--- src/rtl/alu_seq_core.sv ---
// Sequential ALU with valid/ready handshake, registered result and C/V/Z/N flags.
// Single-cycle ops complete on the accept edge; MUL iterates one shift-add step per cycle.
module alu_seq_core #(
  parameter int unsigned WIDTH = 32,
  parameter int unsigned CNT_W = $clog2(WIDTH) + 1
) (
  input  logic             clk,
  input  logic             rst_n,
  input  logic             in_valid,
  output logic             in_ready,
  input  logic [3:0]       op,
  input  logic [WIDTH-1:0] a,
  input  logic [WIDTH-1:0] b,
  output logic             out_valid,
  input  logic             out_ready,
  output logic [WIDTH-1:0] result,
  output logic             cf,
  output logic             vf,
  output logic             zf,
  output logic             nf
);

  localparam logic [3:0] OpAdd  = 4'h0, OpSub  = 4'h1, OpInc = 4'h2, OpDec = 4'h3;
  localparam logic [3:0] OpPass = 4'h4, OpShl1 = 4'h5, OpLane = 4'h6, OpAnd = 4'h7;
  localparam logic [3:0] OpOr   = 4'h8, OpXor  = 4'h9, OpNot = 4'hA, OpNeg = 4'hB;
  localparam logic [3:0] OpMul  = 4'hC, OpShr  = 4'hD, OpSar = 4'hE, OpAdc = 4'hF;

  typedef enum logic [1:0] {StIdle, StBusy, StDone} state_e;

  state_e           state_q, state_d;
  logic [WIDTH-1:0] result_q, result_d;
  logic             cf_q, cf_d, vf_q, vf_d, zf_q, zf_d, nf_q, nf_d;
  logic             c_q, c_d;
  logic [WIDTH-1:0] acc_q, acc_d, a_sh_q, a_sh_d, b_sh_q, b_sh_d;
  logic [CNT_W-1:0] cnt_q, cnt_d;

  logic             accept;
  logic [WIDTH-1:0] add_x, add_y;
  logic             add_cin;
  logic [WIDTH:0]   add_sum;
  logic             add_vf;
  logic [WIDTH-1:0] lane_res;
  logic [CNT_W-2:0] shamt;
  logic [WIDTH-1:0] alu_res;
  logic             alu_cf, alu_vf;
  logic [WIDTH-1:0] acc_step;

  assign in_ready  = (state_q == StIdle) || ((state_q == StDone) && out_ready);
  assign accept    = in_valid && in_ready;
  assign out_valid = (state_q == StDone);
  assign result    = result_q;
  assign cf        = cf_q;
  assign vf        = vf_q;
  assign zf        = zf_q;
  assign nf        = nf_q;

  // All add-class ops map onto one adder: x + y + cin.
  always_comb begin
    add_x   = a;
    add_y   = b;
    add_cin = 1'b0;
    unique case (op)
      OpSub:   begin add_y = ~b;            add_cin = 1'b1; end
      OpInc:   begin add_y = '0;            add_cin = 1'b1; end
      OpDec:   begin add_y = '1;            add_cin = 1'b0; end
      OpNeg:   begin add_x = ~a; add_y = '0; add_cin = 1'b1; end
      OpAdc:   begin add_cin = c_q; end
      default: ;
    endcase
  end

  assign add_sum = {1'b0, add_x} + {1'b0, add_y} + {{WIDTH{1'b0}}, add_cin};
  assign add_vf  = (add_x[WIDTH-1] == add_y[WIDTH-1]) && (add_sum[WIDTH-1] != add_x[WIDTH-1]);
  assign shamt   = b[CNT_W-2:0];

  always_comb begin
    lane_res = '0;
    for (int i = 0; i < int'(WIDTH / 8); i++) begin
      lane_res[8*i +: 8] = a[8*i +: 8] + b[8*i +: 8];
    end
  end

  always_comb begin
    alu_res = '0;
    alu_cf  = 1'b0;
    alu_vf  = 1'b0;
    unique case (op)
      OpAdd, OpSub, OpInc, OpDec, OpNeg, OpAdc: begin
        alu_res = add_sum[WIDTH-1:0];
        alu_cf  = add_sum[WIDTH];
        alu_vf  = add_vf;
      end
      OpPass:  alu_res = a;
      OpShl1:  begin alu_res = a << 1; alu_cf = a[WIDTH-1]; end
      OpLane:  alu_res = lane_res;
      OpAnd:   alu_res = a & b;
      OpOr:    alu_res = a | b;
      OpXor:   alu_res = a ^ b;
      OpNot:   alu_res = ~a;
      OpShr:   alu_res = a >> shamt;
      OpSar:   alu_res = $unsigned($signed(a) >>> shamt);
      default: alu_res = '0;
    endcase
  end

  assign acc_step = a_sh_q[0] ? (acc_q + b_sh_q) : acc_q;

  always_comb begin
    state_d  = state_q;
    result_d = result_q;
    cf_d     = cf_q;
    vf_d     = vf_q;
    zf_d     = zf_q;
    nf_d     = nf_q;
    c_d      = c_q;
    acc_d    = acc_q;
    a_sh_d   = a_sh_q;
    b_sh_d   = b_sh_q;
    cnt_d    = cnt_q;
    unique case (state_q)
      StIdle, StDone: begin
        if (state_q == StDone && out_ready && !in_valid) state_d = StIdle;
        if (accept) begin
          if (op == OpMul) begin
            state_d = StBusy;
            a_sh_d  = a;
            b_sh_d  = b;
            acc_d   = '0;
            cnt_d   = '0;
          end else begin
            state_d  = StDone;
            result_d = alu_res;
            cf_d     = alu_cf;
            vf_d     = alu_vf;
            zf_d     = (alu_res == '0);
            nf_d     = alu_res[WIDTH-1];
            c_d      = alu_cf;
          end
        end
      end
      StBusy: begin
        acc_d  = acc_step;
        a_sh_d = a_sh_q >> 1;
        b_sh_d = b_sh_q << 1;
        cnt_d  = cnt_q + 1'b1;
        if (cnt_q == CNT_W'(WIDTH - 1)) begin
          state_d  = StDone;
          result_d = acc_step;
          cf_d     = 1'b0;
          vf_d     = 1'b0;
          zf_d     = (acc_step == '0);
          nf_d     = acc_step[WIDTH-1];
          c_d      = 1'b0;
        end
      end
      default: state_d = StIdle;
    endcase
  end

  always_ff @(posedge clk or negedge rst_n) begin
    if (!rst_n) begin
      state_q  <= StIdle;
      result_q <= '0;
      cf_q     <= 1'b0;
      vf_q     <= 1'b0;
      zf_q     <= 1'b0;
      nf_q     <= 1'b0;
      c_q      <= 1'b0;
      acc_q    <= '0;
      a_sh_q   <= '0;
      b_sh_q   <= '0;
      cnt_q    <= '0;
    end else begin
      state_q  <= state_d;
      result_q <= result_d;
      cf_q     <= cf_d;
      vf_q     <= vf_d;
      zf_q     <= zf_d;
      nf_q     <= nf_d;
      c_q      <= c_d;
      acc_q    <= acc_d;
      a_sh_q   <= a_sh_d;
      b_sh_q   <= b_sh_d;
      cnt_q    <= cnt_d;
    end
  end

endmodule

--- config.mk ---
export PLATFORM = sky130hd
export DESIGN_NAME = alu_seq_core
export DESIGN_NICKNAME = d
export VERILOG_FILES = /design/src/rtl/alu_seq_core.sv
export SDC_FILE = /design/constraint.sdc
export NUM_CORES = 1
export LEC_CHECK = 0
export CORE_UTILIZATION = 41
export DETAILED_ROUTE_END_ITERATION = 8
export PLACE_DENSITY = 0.68
export SETUP_SLACK_MARGIN = 0.2
export SYNTH_ARGS = -nofsm -noshare
export SYNTH_HDL_FRONTEND = slang
export SYNTH_SLANG_ARGS = --single-unit
--- constraint.sdc ---
create_clock -name clk -period 9.8 [get_ports clk]
set_input_delay 1.47 -clock clk [delete_from_list [all_inputs] [get_ports clk]]
set_output_delay 1.47 -clock clk [all_outputs]
set_load 0.02 [all_outputs]
* Word-level counts from Yosys, hierarchy flattened
Cells that the tools add are included.
Cells by class: $add $sub $neg 8, equal/unequal tests 25, shifts and indexed selects 2, mux-type cells 43, bitwise operators 5, reductions and logical operators 18
Operators by type and width (number):
- 32-bit two-way mux | 11
- 32-bit one-hot mux with 10 select lines | 1
- 32-bit one-hot mux with 2 select lines | 4
- 32-bit one-hot mux with 3 select lines | 1
- 32-bit logical NOT | 2
- 32-bit NOT | 2
- 32-bit by 32-bit adder with 33-bit output | 1
- 33-bit by 1-bit adder with 33-bit output | 1
- 32-bit adder | 1
- 8-bit adder | 4
- 32-bit AND | 1
- 4-bit == test, second input constant | 8
- 32-bit OR | 1
- 32-bit by 5-bit >> shifter with 32-bit output | 1
- 32-bit by 5-bit >>> shifter with 32-bit output | 1
- 32-bit XOR | 1
- 4-bit by 3-bit == test with 1-bit output, second input constant | 4
- 1-bit two-way mux | 12
- 6-bit two-way mux | 2
- 1-bit one-hot mux with 2 select lines | 6
- 6-bit one-hot mux with 2 select lines | 1
- 4-bit by 2-bit == test with 1-bit output, second input constant | 2
- 2-bit two-way mux | 4
- 2-bit != test, second input constant | 4
- 21 further kinds | 25
Word-level totals: register bits 140, output and inout bits 38, logic and storage cells 111

* Logic depth before layout (Yosys ltp)
Gate-level depths: netlist of the first run.
depth after elaboration 11, gate-level depth with buffers 21, mapped depth without buffers 18

* Worst setup path before layout of the first run
Ideal clock, no wire load.
path type input to register, start input op[1], end register zf_q, in the netlist zf, library setup time 0.070 ns, arrival time 6.183 ns, required time 9.730 ns, path slack 3.547 ns, stages on the path 20, buffers on the path 5, path through buf_2 > buf_2 > buf_4 > buf_2 > clkbuf_1 > nand3_1 > xnor2_1 > fa_1 > fa_1 > a21o_1 > a221oi_1 > xnor2_1 > o22ai_1 > or4_4 > nor4_2 > nand4b_1 > nor4_1 > nand4_1 > or4_1 > nand3_1
Between the ends: cells in the longest elaborated chain, start to end 10
RTL lines:
- start, declared | RTL line 11 | input logic [3:0] op,
- 4-bit by 2-bit == test with 1-bit output / 4-bit == test (equally long branches) | RTL line 62, 87
- 2-bit OR reduction (no source line)
- 32-bit one-hot mux with 3 select lines | RTL line 62 | unique case (op)
- 32-bit by 32-bit adder with 33-bit output | RTL line 72 | assign add_sum = {1'b0, add_x} + {1'b0, add_y} + {{WIDTH{1'b0}}, add_cin};
- 33-bit by 1-bit adder with 33-bit output | RTL line 72
- 32-bit one-hot mux with 10 select lines | RTL line 87 | unique case (op)
- 32-bit logical NOT | RTL line 135 | zf_d = (alu_res == '0);
- 1-bit two-way mux | RTL line 124 | if (op == OpMul) begin
- 1-bit two-way mux | RTL line 123 | if (accept) begin
- 1-bit one-hot mux with 2 select lines | RTL line 120 | unique case (state_q)
- end signal, assigned | RTL line 178 | zf_q <= zf_d;
- end, declared | RTL line 32 | logic cf_q, cf_d, vf_q, vf_d, zf_q, zf_d, nf_q, nf_d;
Several ways; a longest one is shown, not always the timed one. The select of a mux whose other input is x is not followed. A chain may end at the register's enable or synchronous reset.

* Final worst setup path of the first run
start input op[3], end register zf_q, in the netlist zf
Same word-level chain as after synthesis.

==> metrics.md, run 1 <==
| Metric | Value |
|---|---|
| Clock buffer depth | `2` |
| Vias in the first global route | `17,187` |
| Clk_lat worst skew | `0.47 ns` |
| Core Area | `0.04083 sq mm` |
| Fraction of layout instances using a drive strength above 1 | `7.330%` |
| Gpl congestion | `1.048` |
| Area of the multi-input gates | `0.01245 sq mm` |
| Number of clock sinks | `139` |
| Gate Count Post-Synth | `2,200` |
| Total die area | `0.04221 sq mm` |
| Synth area leader | `dfrtp_1` |
| Clock Skews | `0.01392 ns` |
| Die W | `205.4 microns` |
| Top cell type's share of synthesized area | `20.50%` |
| Fill cell count | `4,016` |
| Post-route DRC violation count | `0` |
| CTS tree | `done` |
| Register area | `0.003480 sq mm` |
| PwrDens | `202.0 mW/mm^2` |
| Minimum clock period | `7.614 ns` |
| # diodes | `0` |
| Total GRT Usage | `36.30%` |
| WP data required | `10.19 ns` |
| Synth Register Bits | `139` |
| Cell Rows | `74` |
| Final Instance Area | `0.01901 sq mm` |
| Number of flops mapped to enable cells by yosys | `0` |
| Post-DR vias/cell | `6.813` |
| Max-slew violation count | `0` |
| # hold bufs at CTS | `0` |
| RSZ-0062 raised after global routing | `no` |
| Root buf cell | `clkbuf_16` |
| Area Growth Syn to Fin | `12.05%` |
| Max_cap viols | `0` |
| Initial antenna violation count | `2` |
| Area after DPL | `0.01840 sq mm` |
| Critical path arrival | `8.01 ns` |
| CP Capture Type | `register` |
| Period Utilization, post-route | `77.70%` |
| Async set-reset flop share out of synthesis | `100.0%` |
| Routed via count | `18,681` |
| Combinational share of power | `55.2%` |
| Clock power frac | `18.3%` |
| Hpwl dp | `57,270 microns` |
| Fmax | `131.3 MHz` |
| 1st-pass router iterations | `5` |
| Max IR drop VDD | `121.9 uV` |
| Total Wirelength | `76,470 microns` |
| CP Max Fanout | `32` |
| Post-CTS Setup Bufs | `0` |
| Most common flop cell mapped by yosys | `dfrtp_1` |
| Crit Path Class | `in2reg` |
| Sw Share | `47.74%` |
| Synth warnings | `0` |
| Port-buffer cells | `109` |
| Fin Setup TNS | `0 ns` |
| Relative slew slack | `21.44%` |
| Startpoint types | `input pin` |
| Synthesized Nets | `2,406` |
| Resized Gates After CTS | `0` |
| Clk pin slew, worst setup/hold paths | `0.06 ns` |
| Status | `finished, final reports clean` |
| Ports | `110` |
| Initial DRC Count | `2,311` |
| Measured slew at the worst slew-check pin | `1.168 ns` |
| Cell variety after synth | `88` |
| Leakage power | `0.008263 uW` |
| First-pass GRT wire length | `113,600 microns` |
| Pint | `2008 uW` |
| Pin count of the biggest net entering global routing | `84` |
| CTS HTree Levels | `4` |
| Die Span Y | `205.4 microns` |
| Nets | `2,403` |
| Global route overflow | `0` |
| Starting Density | `41.56%` |
| Num CTS Buffers | `17` |
| Final Hold Viols | `0` |
| Net Switching | `1834 uW` |
| Post-route ant nets | `0` |
| Syn avg cell area | `7.713 sq um` |
| Routed wire per std cell | `27.89 microns` |
| Ranking of synthesized cells by area | `dfrtp_1 20%, ha_1 9.4%, nand2_1 6.1%, a21oi_1 3.8%, nor2_1 3.8%` |
| Post-synthesis sequential area ratio | `20.50%` |
| Synth Cell Area | `0.01697 sq mm` |
| Min-Delay Path Class | `reg2reg` |
| Sequential share of power | `26.5%` |
| Final setup viols | `0` |
-- routing by layer --
metal	routed length (microns)	share of wire, %	track usage (%)
met5	0	0	0
met4	3757	4.9	16.77
met3	7533	9.9	7.729
met2	33090	43	54.90
met1	32090	42	49.20
-- critical path, cell delays in order --
cell	delay, ns
clkdlybuf4s50_1	1.19
nor2_1	0.32
nand3_1	0.18
buf_4	0.37
o211ai_1	0.20
fa_1	0.49
fa_1	0.49
a21o_1	0.23
a22o_1	0.22
o41ai_1	0.61
o21ai_0	0.28
xor2_1	0.19
a221oi_1	0.43
nand4_1	0.21
nor4_1	0.34
nand4_1	0.18
or4_1	0.50
nand3_1	0.08
-- worst paths after layout --
kind                                     endpoint            startpoint  cells after the start  slack [ns]
min in group asynchronous  a_sh_q[13]$_DFFE_PN0P_                 rst_n                      1        1.04
hold reg to reg              cnt_q[5]$_DFFE_PN0P_  cnt_q[5]$_DFFE_PN0P_                      1        0.50
setup / recovery                   zf$_DFFE_PN0P_                 op[3]                     18        2.19
max in group asynchronous  result[23]$_DFFE_PN0P_                 rst_n                      2        7.38
hold / removal               cnt_q[5]$_DFFE_PN0P_  cnt_q[5]$_DFFE_PN0P_                      1        0.50
setup reg to reg                   zf$_DFFE_PN0P_       c_q$_DFFE_PN0P_                     16        4.30
-- power by group through the flow --
stage	registers [uW]	clock network, uW	logic [uW]
floorplan	985	0	1360
global placement	1010	0	2000
global route	1040	730	2300
detailed placement	1020	0	2050
CTS	1010	709	2060
finish	1020	704	2120
-- synth_stat cells, types with 9 or more instances --
library cell	instances
o211ai_1	49
a221o_1	14
a22oi_1	69
inv_1	91
nor2_1	172
nor4_1	21
a31oi_1	17
o22ai_1	47
mux2i_1	52
xor2_1	25
a21oi_1	130
and2_1	12
xnor2_1	57
a211oi_1	26
nor3_1	39
nand3b_1	9
mux4_2	27
o2111ai_1	10
or3_1	12
clkbuf_1	134
dfrtp_1	139
a211o_1	10
nand3_1	73
and4_1	10
o221ai_1	29
o21bai_1	21
mux2_2	20
and3_1	30
o21ai_0	120
nand4_1	38
a21o_1	26
a2111oi_0	9
nand2b_1	16
nor2b_1	24
a221oi_1	11
ha_1	127
nand2_1	276
buf_1	15
buf_2	26
-- layout by cell type (no fill, tap or decap), types with 21 or more instances in the layout --
master           instances
o221ai_1                29
ha_1                   127
mux4_2                  27
nand3_1                 72
dfrtp_1                138
a21oi_1                130
o211ai_1                49
xnor2_1                 57
clkdlybuf4s50_1        103
nor3_1                  39
inv_1                   91
nor4_1                  21
mux2i_1                 52
nor2b_1                 22
nor2_1                 168
nand2_1                276
a22oi_1                 69
a211oi_1                26
nand4_1                 38
and3_1                  30
buf_4                   51
o22ai_1                 47
a21o_1                  26
o21ai_0                120
xor2_1                  25
-- flip-flops by register name, summed over array words and instances (netlist names) --
name / cells
a_sh_q: 32
acc_q: 32
b_sh_q: 32
c_q: 1
cnt_q: 6
result: 32
state_q: 2
vf: 1
zf: 1
-- cell type report --
type / count / share of cell area [%]
sequential: 139 / 18.30
clock buffer: 20 / 2.402
tap: 532 / 3.501
timing repair buffer: 160 / 7.627
clock inverter: 12 / 0.8489
multi-input combinational: 1786 / 65.48
inverter: 93 / 1.836
-- through the flow --
| stage | hold WS [ns] | utilization, % | instances | power, uW | setup slack [ns] |
|---|---|---|---|---|---|
| after global placement | 0.4596 | 45.05 | 2710 | 3018 | 2.104 |
| after floorplan | 0.4458 | - | 2200 | 2349 | 3.547 |
| after CTS | 0.5001 | 46.56 | 2742 | 3787 | 2.415 |
| final | 0.4991 | 46.56 | 2742 | 3842 | 2.186 |
| after detailed placement | 0.4690 | 45.05 | 2710 | 3069 | 1.980 |
| after global routing | 0.5198 | 46.56 | 2742 | 4075 | 1.829 |
-- cells by family after synthesis --
logic type	after synthesis	share of synthesized area, %
AND/OR/NAND/NOR	779	22.13
AO/OA/AOI/OAI	686	27.66
buffers and inverters	275	6.452
flip-flops	139	20.50
adder cells (fa/ha/maj)	134	10.19
multiplexers	105	8.841
XOR/XNOR	82	4.232
Power figures use the tool's default switching activity.
==> run 2: changes to the inputs <==
clock period = 7.6 ns   (was 9.8 ns; I/O delays follow)
==> run 2 against run 1 <==
  * Total power is 29% higher
  * Final area hardly changed
  * Non-clock buffer count is 4 higher
  * Clock power is 26% higher
  * Clock-buffer cell count is 1 lower
  * Via count is 1.1% lower
  * Combinational power is 30% higher
  * Die area stayed put
  * Final cell count is 0.15% higher
==> metrics.md, run 2 (synthesis gave the netlist of run 1 again) <==
| Metric | Value |
|---|---|
| Status | `finished, final reports clean (unchanged)` |
| Net Switching | `2377 uW (was 1834 uW)` |
| Post-Place Worst Slack | `0.7999 ns (was 1.980 ns)` |
| Measured slew at the worst slew-check pin | `1.144 ns (was 1.168 ns)` |
| # hold bufs at CTS | `0 (unchanged)` |
| Post-CTS Setup Bufs | `0 (unchanged)` |
| First-pass GRT wire length | `110,700 microns (was 113,600 microns)` |
| Met3 GRT Util | `5.480% (was 7.729%)` |
| Port-buffer cells | `109 (unchanged)` |
| Hold path cells | `2 (was 1)` |
| Util after Layout | `46.61% (was 46.56%)` |
| Post-route ant nets | `0 (unchanged)` |
| Routed via count | `18,477 (was 18,681)` |
| Ports | `110 (unchanged)` |
| CTS HTree Levels | `4 (unchanged)` |
| Number of clock sinks | `139 (unchanged)` |
| Startpoint types | `input pin (unchanged)` |
| Commonest non-fill, non-tap cell in the layout | `nand2_1 (unchanged)` |
| RSZ-0062 raised after global routing | `no (unchanged)` |
| Register-to-register setup slack | `2.06 ns (was 4.30 ns)` |
| CP Capture Type | `register (unchanged)` |
| Die W | `205.4 microns (unchanged)` |
| Total GRT Usage | `35.00% (was 36.30%)` |
| Total Wirelength | `73,510 microns (was 76,470 microns)` |
| GRT Max-Usage Layer | `met2 (unchanged)` |
| Post-route DRC violation count | `0 (unchanged)` |
| Met1 Use GR | `48.79% (was 49.20%)` |
| Hold Startpoint | `a_sh_q[2]$_DFFE_PN0P_ (was cnt_q[5]$_DFFE_PN0P_)` |
| Gpl congestion | `1.058 (was 1.048)` |
| Root buf cell | `clkbuf_16 (unchanged)` |
| Min-Delay Path Class | `reg2reg (unchanged)` |
| Area Growth Syn to Fin | `12.16% (was 12.05%)` |
| Sequential share of power | `26.4% (was 26.5%)` |
| Vias in the first global route | `17,352 (was 17,187)` |
| Clk pin slew, worst setup/hold paths | `0.07 ns (was 0.06 ns)` |
| Resized Gates After CTS | `0 (unchanged)` |
| Critical path arrival | `6.84 ns (was 8.01 ns)` |
| Pin count of the biggest net entering global routing | `76 (was 84)` |
| Cell Rows | `74 (unchanged)` |
| Clock power frac | `17.9% (was 18.3%)` |
| Sw Share | `48.11% (was 47.74%)` |
| Crit Reg-Reg Endpoint | `zf$_DFFE_PN0P_ (unchanged)` |
| Relative slew slack | `23.16% (was 21.44%)` |
| CP Max Fanout | `26 (was 32)` |
| Register area | `0.003480 sq mm (unchanged)` |
| Total die area | `0.04221 sq mm (unchanged)` |
| WHS Endpoint | `a_sh_q[2]$_DFFE_PN0P_ (was cnt_q[5]$_DFFE_PN0P_)` |
| Worst r2r src | `c_q$_DFFE_PN0P_ (unchanged)` |
| Max_cap viols | `0 (unchanged)` |
| Routed wire per std cell | `26.77 microns (was 27.89 microns)` |
| Clock Skews | `0.01134 ns (was 0.01392 ns)` |
| Met2 usage | `52.40% (was 54.90%)` |
| Final Hold Viols | `0 (unchanged)` |
| Clock buffer depth | `2 (unchanged)` |
| Initial DRC Count | `2,211 (was 2,311)` |
| Die Span Y | `205.4 microns (unchanged)` |
| Crit Path Class | `in2reg (unchanged)` |
| Starting Density | `41.56% (unchanged)` |
| Design Power | `4942 uW (was 3842 uW)` |
| Clk_lat worst skew | `0.47 ns (about the same)` |
| Post-DR vias/cell | `6.729 (was 6.813)` |
| Max IR drop VDD | `177.1 uV (was 121.9 uV)` |
| CTS tree | `done (unchanged)` |
| Commonest non-fill, non-tap cells in the layout | `276 x nand2_1, 168 x nor2_1, 138 x dfrtp_1, 130 x a21oi_1, 127 x ha_1 (unchanged)` |
| Nets | `2,407 (was 2,403)` |
| Fraction of layout instances using a drive strength above 1 | `7.498% (was 7.330%)` |
| Global route overflow | `0 (unchanged)` |
| Area of the multi-input gates | `0.01245 sq mm (about the same)` |
| Num CTS Buffers | `17 (unchanged)` |
| Leakage power | `0.008269 uW (was 0.008263 uW)` |
| Max-slew violation count | `0 (unchanged)` |
| WP data required | `8.00 ns (was 10.19 ns)` |
| PwrDens | `259.6 mW/mm^2 (was 202.0 mW/mm^2)` |
| Core Area | `0.04083 sq mm (unchanged)` |
| Fill cell count | `4,059 (was 4,016)` |
| Fmax | `155.4 MHz` |
| # diodes | `0 (unchanged)` |
| 1st-pass router iterations | `6 (was 5)` |
| Worst Slack Setup Final | `1.165 ns (was 2.186 ns)` |
| Period Utilization, post-route | `84.67%` |
| Combinational share of power | `55.6% (was 55.2%)` |
| Hpwl dp | `55,780 microns (was 57,270 microns)` |
| Pint | `2564 uW (was 2008 uW)` |
| Final setup viols | `0 (unchanged)` |
| Reg2Reg Depth | `16 (unchanged)` |
| Fin Setup TNS | `0 ns (unchanged)` |
| Initial antenna violation count | `1 (was 2)` |
| Minimum clock period | `6.435 ns` |
==> run 2: cell types whose count changed in the layout (fill, tap and decap cells not counted), sizes merged <==
cell	change
clkbuf	-1
bufinv	-1
inv	+4
buf	+4
clkinvlp	+3
clkinv	-5
==> run 2: power by group through the flow <==
stage	registers (uW)	clock network, uW	logic (uW)
final	1310	886	2750
after global routing	1340	923	2980
after CTS	1300	901	2680
after detailed placement	1310	0	2660
after global placement	1300	0	2610
after floorplan	1270	0	1760
==> run 2: how the worst max path moves through the flow <==
stage,from,depth (start not counted),to
2_1_floorplan,op[1],20,zf$_DFFE_PN0P_
3_3_place_gp,op[3],18,zf$_DFFE_PN0P_
3_5_place_dp,op[3],18,zf$_DFFE_PN0P_
4_1_cts,op[3],18,zf$_DFFE_PN0P_
5_1_grt,op[3],18,zf$_DFFE_PN0P_
6_report,op[3],18,zf$_DFFE_PN0P_
==> run 2: stage by stage <==
| step | cell area (sq um) | hold slack [ns] | cells |
|---|---|---|---|
| 6_report | 19030 | 0.4755 | 2746 |
| 5_1_grt | 19030 | 0.4992 | 2746 |
| 4_1_cts | 19030 | 0.4786 | 2746 |
| 3_5_place_dp | 18420 | 0.4637 | 2714 |
| 3_3_place_gp | 18420 | 0.4611 | 2714 |
| 2_1_floorplan | 16970 | 0.4458 | 2200 |
==> run 2: cell type report <==
cell class | count | area share (%)
Clock buffer | 19 | 2.380
Clock inverter | 13 | 0.8218
Inverter | 93 | 1.834
Multi-Input combinational cell | 1786 | 65.41
Sequential cell | 139 | 18.28
Tap cell | 532 | 3.497
Timing Repair Buffer | 164 | 7.777
==> run 2: layer usage <==
metal / part of all wire [%] / routed length, microns / up-vias
met5: 0 / 0 / -
met2: 44 / 32070 / 1075
met3: 9.9 / 7249 / 172
met4: 4.5 / 3325 / 0
met1: 42 / 30870 / 8978
li1: - / - / 8252
==> run 2: critical path, cell delays in order <==
cell             delay, ns
clkdlybuf4s50_1       0.56
buf_4                 0.31
nor3_1                0.10
a31oi_1               0.14
o21ai_0               0.14
fa_1                  0.52
fa_1                  0.50
a21o_1                0.23
a22o_1                0.22
o41a_1                0.47
a221oi_1              0.69
a21oi_1               0.17
xnor2_1               0.25
o2111ai_1             0.15
nor4_1                0.44
nand4_1               0.21
or4_1                 0.52
nand3_1               0.09
